File: src/rtl/tetris_pkg.sv
// tetris_pkg: definitions shared by the Tetris command scheduler and game logic.
//   - cmd_e          : command encoding on cmd_code (must match game-logic act codes)
//   - SC_*           : PS/2 set-2 scan codes the scheduler reacts to
//   - sched_state_e  : scheduler state
//   - decode_move()  : maps a make code to a move command (hit=0 if not a move key)
package tetris_pkg;

    typedef enum logic [1:0] {
        CMD_FALL   = 2'd0,
        CMD_LEFT   = 2'd1,
        CMD_RIGHT  = 2'd2,
        CMD_ROTATE = 2'd3
    } cmd_e;

    localparam logic [7:0] SC_LEFT   = 8'h1C;
    localparam logic [7:0] SC_RIGHT  = 8'h23;
    localparam logic [7:0] SC_ROTATE = 8'h1D;
    localparam logic [7:0] SC_FALL   = 8'h1B;
    localparam logic [7:0] SC_PAUSE  = 8'h29;
    localparam logic [7:0] SC_BREAK  = 8'hF0;
    localparam logic [7:0] SC_EXT    = 8'hE0;

    typedef enum logic [1:0] {
        ST_IDLE   = 2'd0,
        ST_RUN    = 2'd1,
        ST_PAUSED = 2'd2
    } sched_state_e;

    typedef struct packed {
        logic hit;
        cmd_e code;
    } move_dec_t;

    function automatic move_dec_t decode_move(input logic [7:0] sc);
        move_dec_t d;
        d.hit  = 1'b1;
        d.code = CMD_FALL;
        case (sc)
            SC_LEFT:   d.code = CMD_LEFT;
            SC_RIGHT:  d.code = CMD_RIGHT;
            SC_ROTATE: d.code = CMD_ROTATE;
            SC_FALL:   d.code = CMD_FALL;
            default:   d.hit  = 1'b0;
        endcase
        return d;
    endfunction

endpackage

File: src/rtl/tetris_cmd_fifo.sv
// tetris_cmd_fifo: small synchronous FIFO of 2-bit commands.
// Ports:
//   clk, rst_n  clock, async active-low reset
//   i_push/i_din  write request / data (ignored when full unless popping)
//   i_pop         read request (ignored when empty)
//   i_flush       empties the FIFO, overrides push/pop
//   o_dout        head entry (valid when !o_empty)
//   o_full/o_empty status
module tetris_cmd_fifo #(
    parameter int DEPTH = 4
) (
    input  logic       clk,
    input  logic       rst_n,
    input  logic       i_push,
    input  logic [1:0] i_din,
    input  logic       i_pop,
    input  logic       i_flush,
    output logic [1:0] o_dout,
    output logic       o_full,
    output logic       o_empty
);
    localparam int AW = $clog2(DEPTH);

    // Pointers carry one extra wrap bit to tell full from empty.
    logic [AW:0] r_wptr, r_rptr;
    logic [1:0]  r_mem [DEPTH];
    logic        w_do_push, w_do_pop;

    assign o_empty   = (r_wptr == r_rptr);
    assign o_full    = (r_wptr[AW] != r_rptr[AW]) && (r_wptr[AW-1:0] == r_rptr[AW-1:0]);
    assign o_dout    = r_mem[r_rptr[AW-1:0]];
    assign w_do_pop  = i_pop && !o_empty;
    // A pop on the same edge frees a slot, so a push into a full FIFO still lands.
    assign w_do_push = i_push && (!o_full || w_do_pop);

    always_ff @(posedge clk or negedge rst_n) begin
        if (!rst_n) begin
            r_wptr <= '0;
            r_rptr <= '0;
        end else if (i_flush) begin
            r_wptr <= '0;
            r_rptr <= '0;
        end else begin
            if (w_do_push) r_wptr <= r_wptr + (AW+1)'(1);
            if (w_do_pop)  r_rptr <= r_rptr + (AW+1)'(1);
        end
    end

    always_ff @(posedge clk) begin
        if (w_do_push && !i_flush) r_mem[r_wptr[AW-1:0]] <= i_din;
    end

endmodule

File: src/rtl/tetris_cmd_sched.sv
// tetris_cmd_sched: decodes PS/2 scan codes into move commands, generates the
// level-dependent gravity tick and merges both onto one valid/ready command port.
// Owns the IDLE/RUN/PAUSED state.
// Ports:
//   clk, rst_n          clock, async active-low reset
//   kb_data, kb_ready   scan byte; each kb_ready 0->1 delivers one byte
//   game_run            1 = game active, 0 = idle / game over
//   level               difficulty level, sets the gravity period
//   cmd_valid/cmd_code/cmd_ready  command stream to game logic (0 FALL,1 LEFT,2 RIGHT,3 ROTATE)
//   paused              1 while PAUSED
//   fifo_ovf            sticky, a keyboard command was dropped on a full FIFO
// Build option: define TETRIS_CMD_AUTOREPEAT_EN to suppress typematic repeats of
// move keys (one command per key hold, re-armed by the key's break code).
module tetris_cmd_sched
    import tetris_pkg::*;
#(
    parameter int FIFO_DEPTH  = 4,
    parameter int CNT_W       = 32,
    parameter int BASE_PERIOD = 35_000_000,
    parameter int STEP_PERIOD = 2_000_000,
    parameter int MIN_PERIOD  = 5_000_000
) (
    input  logic       clk,
    input  logic       rst_n,
    input  logic [7:0] kb_data,
    input  logic       kb_ready,
    input  logic       game_run,
    input  logic [3:0] level,
    output logic       cmd_valid,
    output logic [1:0] cmd_code,
    input  logic       cmd_ready,
    output logic       paused,
    output logic       fifo_ovf
);
    // Period math is done 4 bits wider than the counter so level*STEP never wraps.
    localparam int PW = CNT_W + 4;

    sched_state_e     r_state, w_state_nxt;
    logic             r_kb_ready_d, r_brk_pend, r_grav_pend;
    logic             r_cmd_valid, r_paused, r_fifo_ovf;
    cmd_e             r_cmd_code;
    logic [CNT_W-1:0] r_cnt;

    logic             w_kb_edge, w_byte_live, w_brk_code, w_pause_byte, w_rep_ok;
    logic             w_run_stay, w_enter_pause, w_flush, w_enq, w_tick;
    logic             w_launch, w_sel_grav, w_sel_fifo;
    logic             w_fifo_full, w_fifo_empty;
    logic [1:0]       w_fifo_dout;
    logic [PW-1:0]    w_reduce, w_period;
    move_dec_t        w_mv;

    // ---------------- keyboard byte classification ----------------
    assign w_kb_edge    = kb_ready && !r_kb_ready_d;
    // E0 prefixes are transparent: they neither count as a byte nor consume a break.
    assign w_byte_live  = w_kb_edge && !r_brk_pend && (kb_data != SC_EXT);
    assign w_brk_code   = w_kb_edge &&  r_brk_pend && (kb_data != SC_EXT);
    assign w_pause_byte = w_byte_live && (kb_data == SC_PAUSE);
    assign w_mv         = decode_move(kb_data);

    // ---------------- state machine ----------------
    always_ff @(posedge clk or negedge rst_n) begin
        if (!rst_n) r_state <= ST_IDLE;
        else        r_state <= w_state_nxt;
    end

    always_comb begin
        w_state_nxt = r_state;
        case (r_state)
            ST_IDLE:   if (game_run)     w_state_nxt = ST_RUN;
            ST_RUN:    if (w_pause_byte) w_state_nxt = ST_PAUSED;
            ST_PAUSED: if (w_pause_byte) w_state_nxt = ST_RUN;
            default:                     w_state_nxt = ST_IDLE;
        endcase
        if (!game_run) w_state_nxt = ST_IDLE;
    end

    assign w_run_stay    = (r_state == ST_RUN) && (w_state_nxt == ST_RUN);
    assign w_enter_pause = (r_state == ST_RUN) && (w_state_nxt == ST_PAUSED);
    assign w_flush       = !game_run || w_enter_pause;

    // ---------------- repeat filter ----------------
`ifdef TETRIS_CMD_AUTOREPEAT_EN
    logic [3:0] r_held;

    always_ff @(posedge clk or negedge rst_n) begin
        if (!rst_n) begin
            r_held <= '0;
        end else if (!game_run) begin
            r_held <= '0;
        end else begin
            if (w_byte_live && w_mv.hit && (r_state == ST_RUN)) r_held[w_mv.code] <= 1'b1;
            if (w_brk_code && w_mv.hit)                         r_held[w_mv.code] <= 1'b0;
        end
    end

    assign w_rep_ok = !r_held[w_mv.code];
`else
    assign w_rep_ok = 1'b1;
`endif

    assign w_enq = w_byte_live && w_mv.hit && w_rep_ok && w_run_stay;

    // ---------------- gravity ----------------
    assign w_reduce = PW'(level) * PW'(STEP_PERIOD);

    always_comb begin
        w_period = PW'(BASE_PERIOD) - w_reduce;
        if (PW'(BASE_PERIOD) < w_reduce + PW'(MIN_PERIOD)) w_period = PW'(MIN_PERIOD);
    end

    // Compared against the live period so a level change acts on the next edge.
    assign w_tick = (r_state == ST_RUN) && (PW'(r_cnt) >= w_period - PW'(1));

    always_ff @(posedge clk or negedge rst_n) begin
        if (!rst_n)                               r_cnt <= '0;
        else if (!game_run || r_state == ST_IDLE) r_cnt <= '0;
        else if (r_state == ST_RUN)               r_cnt <= w_tick ? '0 : r_cnt + CNT_W'(1);
    end

    // ---------------- arbitration ----------------
    // New launches only in a steady RUN; a presented command is left alone.
    assign w_launch   = (!r_cmd_valid || cmd_ready) && w_run_stay;
    assign w_sel_grav = w_launch && r_grav_pend;
    assign w_sel_fifo = w_launch && !r_grav_pend && !w_fifo_empty;

    tetris_cmd_fifo #(.DEPTH(FIFO_DEPTH)) u_fifo (
        .clk     (clk),
        .rst_n   (rst_n),
        .i_push  (w_enq),
        .i_din   (w_mv.code),
        .i_pop   (w_sel_fifo),
        .i_flush (w_flush),
        .o_dout  (w_fifo_dout),
        .o_full  (w_fifo_full),
        .o_empty (w_fifo_empty)
    );

    always_ff @(posedge clk or negedge rst_n) begin
        if (!rst_n) begin
            r_kb_ready_d <= 1'b0;
            r_brk_pend   <= 1'b0;
            r_grav_pend  <= 1'b0;
            r_fifo_ovf   <= 1'b0;
            r_paused     <= 1'b0;
            r_cmd_valid  <= 1'b0;
            r_cmd_code   <= CMD_FALL;
        end else begin
            r_kb_ready_d <= kb_ready;
            r_paused     <= (w_state_nxt == ST_PAUSED);

            if (!game_run)
                r_brk_pend <= 1'b0;
            else if (w_kb_edge && kb_data != SC_EXT)
                r_brk_pend <= !r_brk_pend && (kb_data == SC_BREAK);

            // A tick on the selection edge survives: it re-arms grav_pend.
            if (w_flush)         r_grav_pend <= 1'b0;
            else if (w_tick)     r_grav_pend <= 1'b1;
            else if (w_sel_grav) r_grav_pend <= 1'b0;

            if (!game_run)
                r_fifo_ovf <= 1'b0;
            else if (w_enq && w_fifo_full && !w_sel_fifo)
                r_fifo_ovf <= 1'b1;

            if (!game_run) begin
                r_cmd_valid <= 1'b0;
            end else if (w_sel_grav) begin
                r_cmd_valid <= 1'b1;
                r_cmd_code  <= CMD_FALL;
            end else if (w_sel_fifo) begin
                r_cmd_valid <= 1'b1;
                r_cmd_code  <= cmd_e'(w_fifo_dout);
            end else if (cmd_ready) begin
                r_cmd_valid <= 1'b0;
            end
        end
    end

    assign cmd_valid = r_cmd_valid;
    assign cmd_code  = r_cmd_code;
    assign paused    = r_paused;
    assign fifo_ovf  = r_fifo_ovf;

endmodule

File: config.mk
export PLATFORM = sky130hd
export DESIGN_NAME = tetris_cmd_sched
export DESIGN_NICKNAME = d
export VERILOG_FILES = /design/src/rtl/tetris_pkg.sv /design/src/rtl/tetris_cmd_fifo.sv /design/src/rtl/tetris_cmd_sched.sv
export SDC_FILE = /design/constraint.sdc
export NUM_CORES = 1
export LEC_CHECK = 0
export CORE_UTILIZATION = 40
export CTS_CLUSTER_DIAMETER = 100
export DETAILED_ROUTE_END_ITERATION = 7
export SYNTH_ARGS = -nofsm -noshare
export SYNTH_HDL_FRONTEND = slang
export SYNTH_SLANG_ARGS = --single-unit
File: constraint.sdc
create_clock -name clk -period 3.25 [get_ports clk]
set_clock_uncertainty 0.15 [all_clocks]
set_input_delay 0.325 -clock clk [delete_from_list [all_inputs] [get_ports clk]]
set_output_delay 0.325 -clock clk [all_outputs]
set_load 0.03 [all_outputs]
==> results.md, run 1 <==
* Syn. warnings at 0
* Die ar. at 11300 µm²
* Number of buffers created by CTS at 5
* Initial antenna violation count at 0
* CTS Sinks at 56
* Total GRT Usage at 20.7%
* Max Fclk at 196 MHz
* Post-layout util at 56.0%
* Buffers on Ports at 21
* Fin Setup TNS at -48.51 ns
* Failing checks: setup timing
* Slew HR at 52.9%
* Hpwl dp at 8.00 mm
* Arr. time, crit path at 5.19 ns
* Crit start category: input pin
* Fin nets at 640
* Largest net degree at the start of global routing at 31
* Status: finished, violations left
* Pre-antenna DRT Iters at 4
* RSZ-0062 raised after global routing: yes
* Clock latency on the worst-skew pair at 0.31 ns
* Syn_nets at 549
* First-pass GRT wire length at 18.8 mm
* Crit Path Class: input pin to register
* Number of placed instances, taps included at 683
* Post-synthesis to final-layout area growth at 34.2%
* Number of I/O pins at 22
* Power per cell area at 367 nW/µm²
* Placed Area at 5180 µm²
* Yosys cell types at 56
* Routed len/inst at 15.8 µm
* DIE WIDTH at 106 µm
* CTS Buffer Depth at 2
* Worst min path class: register to register
* CTS tree: done
* Worst-path clk slew at 0.11 ns
* DR vias at 3993
* Fill cell count at 949
* Gr ovfl total at 0
* Reg2Reg Setup Slack at 0.42 ns
* Final setup vio count at 28
* CP Capture Type: register
* Syn_area_per_cell at 8.96 µm²
* Final Wtd Congestion at 0.797
* Vias in the first global route at 4047
* 1st-iter DRT viols at 123
* Die span in y at 106 µm
* Syn Inst Count at 485
* Peak fanout along the critical path at 5
* Core area at 10400 µm²
* Top FF cell, synth: dfrtp_1
* Via-per-instance ratio at 5.60
* Htree depth at 2
* Final-report hold violation count at 0
* Root Driver: clkbuf_8
* Finished Cell Area at 5830 µm²
* Final worst-path setup slack at -1.84 ns
* Initial Util at 41.7%
* Synthesized cell area at 4340 µm²
* DRC errors left at 0
* Routed Antenna Nets at 0
* Post-layout min period at 5.09 ns
* FF+latch count, synth at 56
* Row count at 37
* Post-synth EDFFs at 8
* Share of cells above drive strength 1 at 25.6%
* Non-Filler Instances at 713
* Worst-Margin Slew at 0.707 ns
* Leakage Power at 0.00254 µW
* Crit path required time at 3.35 ns
* Fin. max-slew vios at 0
* Asr flop ratio synth at 85.7%
* Peak supply drop at 0.220 mV
* Fin crit share at 157%
* Final wirelength at 11.3 mm
* MaxCap Viol Count at 0
* Sequential area share after synthesis at 33.2%
* WHS at 0.356 ns
* Antenna Cells at 0
==> registers in the layout, indices dropped and copies added, names as in the netlist <==
name,count
cmd_valid,1
u_fifo.r_rptr,3
cmd_code,2
r_cnt,32
u_fifo.r_wptr,3
r_grav_pend,1
r_brk_pend,1
paused,1
u_fifo.r_mem,8
r_kb_ready_d,1
r_state,2
fifo_ovf,1
==> cells in the final DEF, fill, tap and decap left out, types with 11 or more instances in the layout <==
master	synthesis	final
and2_1	11	11
inv_1	20	18
a21oi_1	18	11
buf_6	0	15
nand3_1	37	25
o21ai_0	25	13
nand2_1	67	67
and3_1	15	15
dfrtp_1	48	48
nor2_1	32	29
buf_4	0	55
xnor2_1	14	11
ha_1	42	37
clkdlybuf4s50_1	0	16
==> timing repair <==
item / 4_1_cts / 5_1_grt
buffers inserted: 17 / 5
resized for setup: 47 / 51
hold endpoints to repair: 28 / 0
pin swaps: 33 / 41
hold buffers: 1 / 0
cloned: 3 / 0
setup endpoints to repair: 28 / 28
==> synth_stat cells, types with 2 or more instances <==
cell       instances  area, µm²
nand3b_1           3       22.5
nand2_1           67        251
inv_1             20       75.1
nor4_1             7       43.8
clkbuf_1          11       41.3
nor2_1            32        120
nand3_1           37        185
mux4_2             2       45.0
ha_1              42        526
nand2b_1           3       18.8
a211oi_1           3       22.5
dfrtp_1           48       1200
and3_1            15       93.8
a21oi_1           18       90.1
or3_1             10       62.6
xnor2_1           14        123
a22o_1             4       35.0
a21boi_0           3       22.5
o211a_1            2       20.0
a41oi_1            3       26.3
nor2b_1            8       50.1
and2_1            11       68.8
nor4b_1            4       35.0
a31oi_1            3       18.8
xor2_1             8       70.1
o211ai_1           4       30.0
o31ai_1            2       15.0
mux2i_1           10        100
nor3_1             4       20.0
nand4_1            6       37.5
o21ai_0           25        125
edfxtp_1           8        240
fa_1               5        100
a21o_1             9       67.6
a22oi_1            2       15.0
a2111oi_2          2       30.0
o311ai_0           5       43.8
or2_2              2       12.5
o21a_1             6       45.0
==> per-layer routing <==
| layer | vias up | wire [µm] | track usage, % |
|---|---|---|---|
| li1 | 1966 | - | - |
| met1 | 1952 | 5240 | 26.9 |
| met2 | 61 | 5600 | 36.0 |
| met3 | 14 | 295 | 2.76 |
| met4 | 0 | 153 | 5.56 |
| met5 | - | 0 | 0 |
==> stage by stage <==
stage	setup slack, ns	total power (µW)
6_report	-1.84	2140
2_1_floorplan	-1.70	1280
3_3_place_gp	-2.43	1550
3_5_place_dp	-2.51	1560
4_1_cts	-1.78	2070
5_1_grt	-2.00	2270
==> path summary, 6_finish.rpt <==
path                             end  cells after the start      from
min reg2reg                 r_cnt[2]                      1  r_cnt[2]
max reg2reg                r_cnt[26]                      8  r_cnt[0]
min                         r_cnt[2]                      1  r_cnt[2]
max                        r_cnt[22]                     24  level[3]
min in group asynchronous  r_cnt[14]                      2     rst_n
max in group asynchronous  r_cnt[27]                      3     rst_n
==> power breakdown <==
group          internal, µW  switching, µW
logic                   493            525
clock network           157            249
registers               711           2.48
==> area by class of cell <==
class,instances,area [µm²],share of cell area (%)
multi-input cells,399,3190,54.8
well taps,136,170,2.92
clock inverters,3,26.3,0.451
flip-flops and latches,56,1440,24.7
clock buffers,5,68.8,1.18
repair buffers,94,853,14.6
inverters,20,77.6,1.33
==> worst max-delay path, stage by stage <==
cell and delay [ns]:
buf_8 0.10, fa_1 0.56, inv_1 0.06, fa_1 0.49
inv_2 0.05, ha_4 0.22, nor2b_4 0.12, o21a_1 0.21
nor2_2 0.15, xnor2_2 0.13, mux2i_4 0.22, buf_4 0.15
a2111o_1 0.42, and2_1 0.17, ha_1 0.28, nand4_1 0.15
nor2_1 0.08, a211oi_2 0.23, o211ai_1 0.15, a21o_1 0.26
buf_6 0.14, buf_16 0.12, or3_1 0.30, nand3_1 0.07
==> cell families (layout without fill, tap and decap cells) <==
group                      count (synthesis)  count (layout)  synth area share [%]
AOI/OAI and AO/OA                        100             101                  16.6
buffers and inverters                     31             122                  2.68
DFF                                       56              56                  33.2
xor gates and xnor gates                  23              23                  4.81
and+or+nand+nor                          215             215                  24.8
muxes                                     13              13                  3.60
adders and majority gates                 47              47                  14.4
Note: power is estimated with default switching activity, not from simulation.
==> run 2: changes to the inputs <==
PLACE_DENSITY = 0.55   (was default)
==> run 2 against run 1 <==
The flow finishes with violations (hold timing, setup timing); utilization down 0.18 points; via count is 1.4% lower; clock-buffer cell count unchanged; worst hold slack worse by 0.38 ns; global-route usage fell by 0.066 points; clock power up 1%; sequential share of layout area rose by 0.080 points; critical path depth is the same; sequential cell count is the same; design area fell by 0.32%.
==> results.md, run 2 (synthesized netlist as in run 1, its figures left out) <==
* Status: finished, violations left
* Failing checks: hold timing, setup timing
* Worst-path clk slew at 0.11 ns
* Routed Antenna Nets at 0
* Post-layout min period at 5.08 ns
* Peak supply drop at 0.203 mV
* Fin nets at 643
* Hpwl dp at 8.32 mm
* Vias in the first global route at 3893
* Peak fanout along the critical path at 7
* Routed len/inst at 15.5 µm
* Htree depth at 2
* Core area at 10400 µm²
* Total GRT Usage at 20.7%
* CTS Sinks at 56
* Leakage Power at 0.00255 µW
* Crit Path Class: input pin to register
* Largest register FFs at 32
* Number of buffers created by CTS at 5
* Buffers plus inverters on the worst setup path at 6
* Arr. time, crit path at 5.20 ns
* Clock latency on the worst-skew pair at 0.32 ns
* Antenna Cells at 0
* Fin. max-slew vios at 0
* Crit path required time at 3.37 ns
* Number of I/O pins at 22
* Max Fclk at 197 MHz
* Fin crit share at 156%
* Worst-Margin Slew at 0.964 ns
* Via-per-instance ratio at 5.50
* RSZ-0062 raised after global routing: yes
* Initial Util at 41.7%
* Largest reg by FF count: r_cnt
* First-pass GRT wire length at 18.6 mm
* Final worst-path setup slack at -1.83 ns
* DRC errors left at 0
* Power Total at 2120 µW
* Power per cell area at 365 nW/µm²
* Buffers on Ports at 21
* Share of cells above drive strength 1 at 26.4%
* Final wirelength at 11.1 mm
* Die span in y at 106 µm
* Final-report hold violation count at 6
* Worst path slowest cell: fa_1
* Die ar. at 11300 µm²
* CTS tree: done
* Pre-antenna DRT Iters at 4
* Worst min path class: input pin to asynchronous set/reset pin
* CP top delay family: adder cells
* Gr ovfl total at 0
* Fin Setup TNS at -48.37 ns
* CP Capture Type: register
* Row count at 37
* Root Driver: clkbuf_8
* Final setup vio count at 28
* Slew HR at 35.7%
* Fill cell count at 984
* Commonest non-fill, non-tap cell in the layout: nand2_1
* MaxCap Viol Count at 0
* Post-synthesis to final-layout area growth at 33.8%
* Initial antenna violation count at 0
* DIE WIDTH at 106 µm
* DR vias at 3939
* Largest net degree at the start of global routing at 41
* CTS Buffer Depth at 2
* 1st-iter DRT viols at 179
* Crit-path cells: buf_8 -> fa_1 -> inv_1 -> fa_1 -> inv_2 -> ha_4 -> nor2b_1 -> o21a_1 -> nor2_2 -> xnor2_2 -> mux2i_2 -> a2111oi_4 -> buf_4 -> nor2_4 -> ha_4 -> nand4_1 -> nor4_1 -> a41oi_1 -> o211ai_1 -> buf_4 -> a21o_4 -> buf_6 -> or3_1 -> nand3_1
* Crit start category: input pin
* Final Wtd Congestion at 0.779
* WHS at -0.0199 ns
* Crit path largest cell delay at 0.56 ns
* Commonest cells after routing, fill and taps aside: nand2_1 (67), buf_4 (64), dfrtp_1 (48)
run 2: cell types whose count changed in the layout (fill, tap and decap cells not counted), sizes merged:
cell	delta
dlygate4sd3	-1
buf	+5
a2111o	-1
clkinv	+1
clkinvlp	-1
run 2: metal layers:
layer	vias up	wire length, µm	global-route usage (%)
met3	7	265	2.76
met4	0	100	4.37
met2	51	5450	36.1
met1	1911	5270	27.1
met5	-	0	0
li1	1970	-	-
run 2: worst register-to-register path: stages, from the launching register on:
cell	delay, ns
dfrtp_1	0.57
and3_1	0.25
nand4_1	0.21
nor3_1	0.52
nand3_1	0.38
o31a_1	0.34
o21ai_1	0.13
nand2_1	0.06
run 2: path summary, 6_finish.rpt:
kind	slack, ns	from	end	depth (start not counted)
hold / removal	-0.02	rst_n	r_cnt[13]	1
min in group clk	0.34	kb_ready	r_kb_ready_d	1
hold reg to reg	0.36	r_cnt[2]	r_cnt[2]	1
setup / recovery	-1.83	level[1]	r_cnt[20]	24
max in group asynchronous	2.26	rst_n	r_cnt[5]	2
setup reg to reg	0.53	r_cnt[8]	r_cnt[25]	7
run 2: final cells by class:
class	count	area, µm²	area share [%]
inverter	20	77.6	1.33
clock inverter	3	27.5	0.474
clock buffer	5	68.8	1.18
timing repair buffer	98	840	14.4
multi-input combinational	398	3190	54.8
sequential	56	1440	24.8
tap	136	170	2.93
run 2: stage by stage:
| step | area (µm²) | instances | worst slack (ns) | utilization (%) | hold WS [ns] |
|---|---|---|---|---|---|
| floorplan | 4480 | 485 | -1.70 | - | -0.121 |
| global placement | 5270 | 697 | -2.54 | 50.6 | 0.330 |
| detailed placement | 5270 | 697 | -2.73 | 50.6 | 0.342 |
| CTS | 5670 | 716 | -1.78 | 54.4 | 0.00790 |
| global route | 5810 | 716 | -2.07 | 55.8 | 0.0558 |
| finish | 5810 | 716 | -1.83 | 55.8 | -0.0199 |
run 2: where the power goes:
part	switching [µW]	internal, µW	total, µW
sequential	2.25	711	713
combinational	506	491	997
clock	254	159	413
total	763	1360	2120
run 2: repair_timing:
item                                    CTS  global route
pin swaps                                24            37
resized for setup                        58            37
cloned                                    2             0
endpoints found under the hold margin     0             0
endpoints found under the setup margin   28            28
hold buffers                              0             0
setup buffers                            10             6
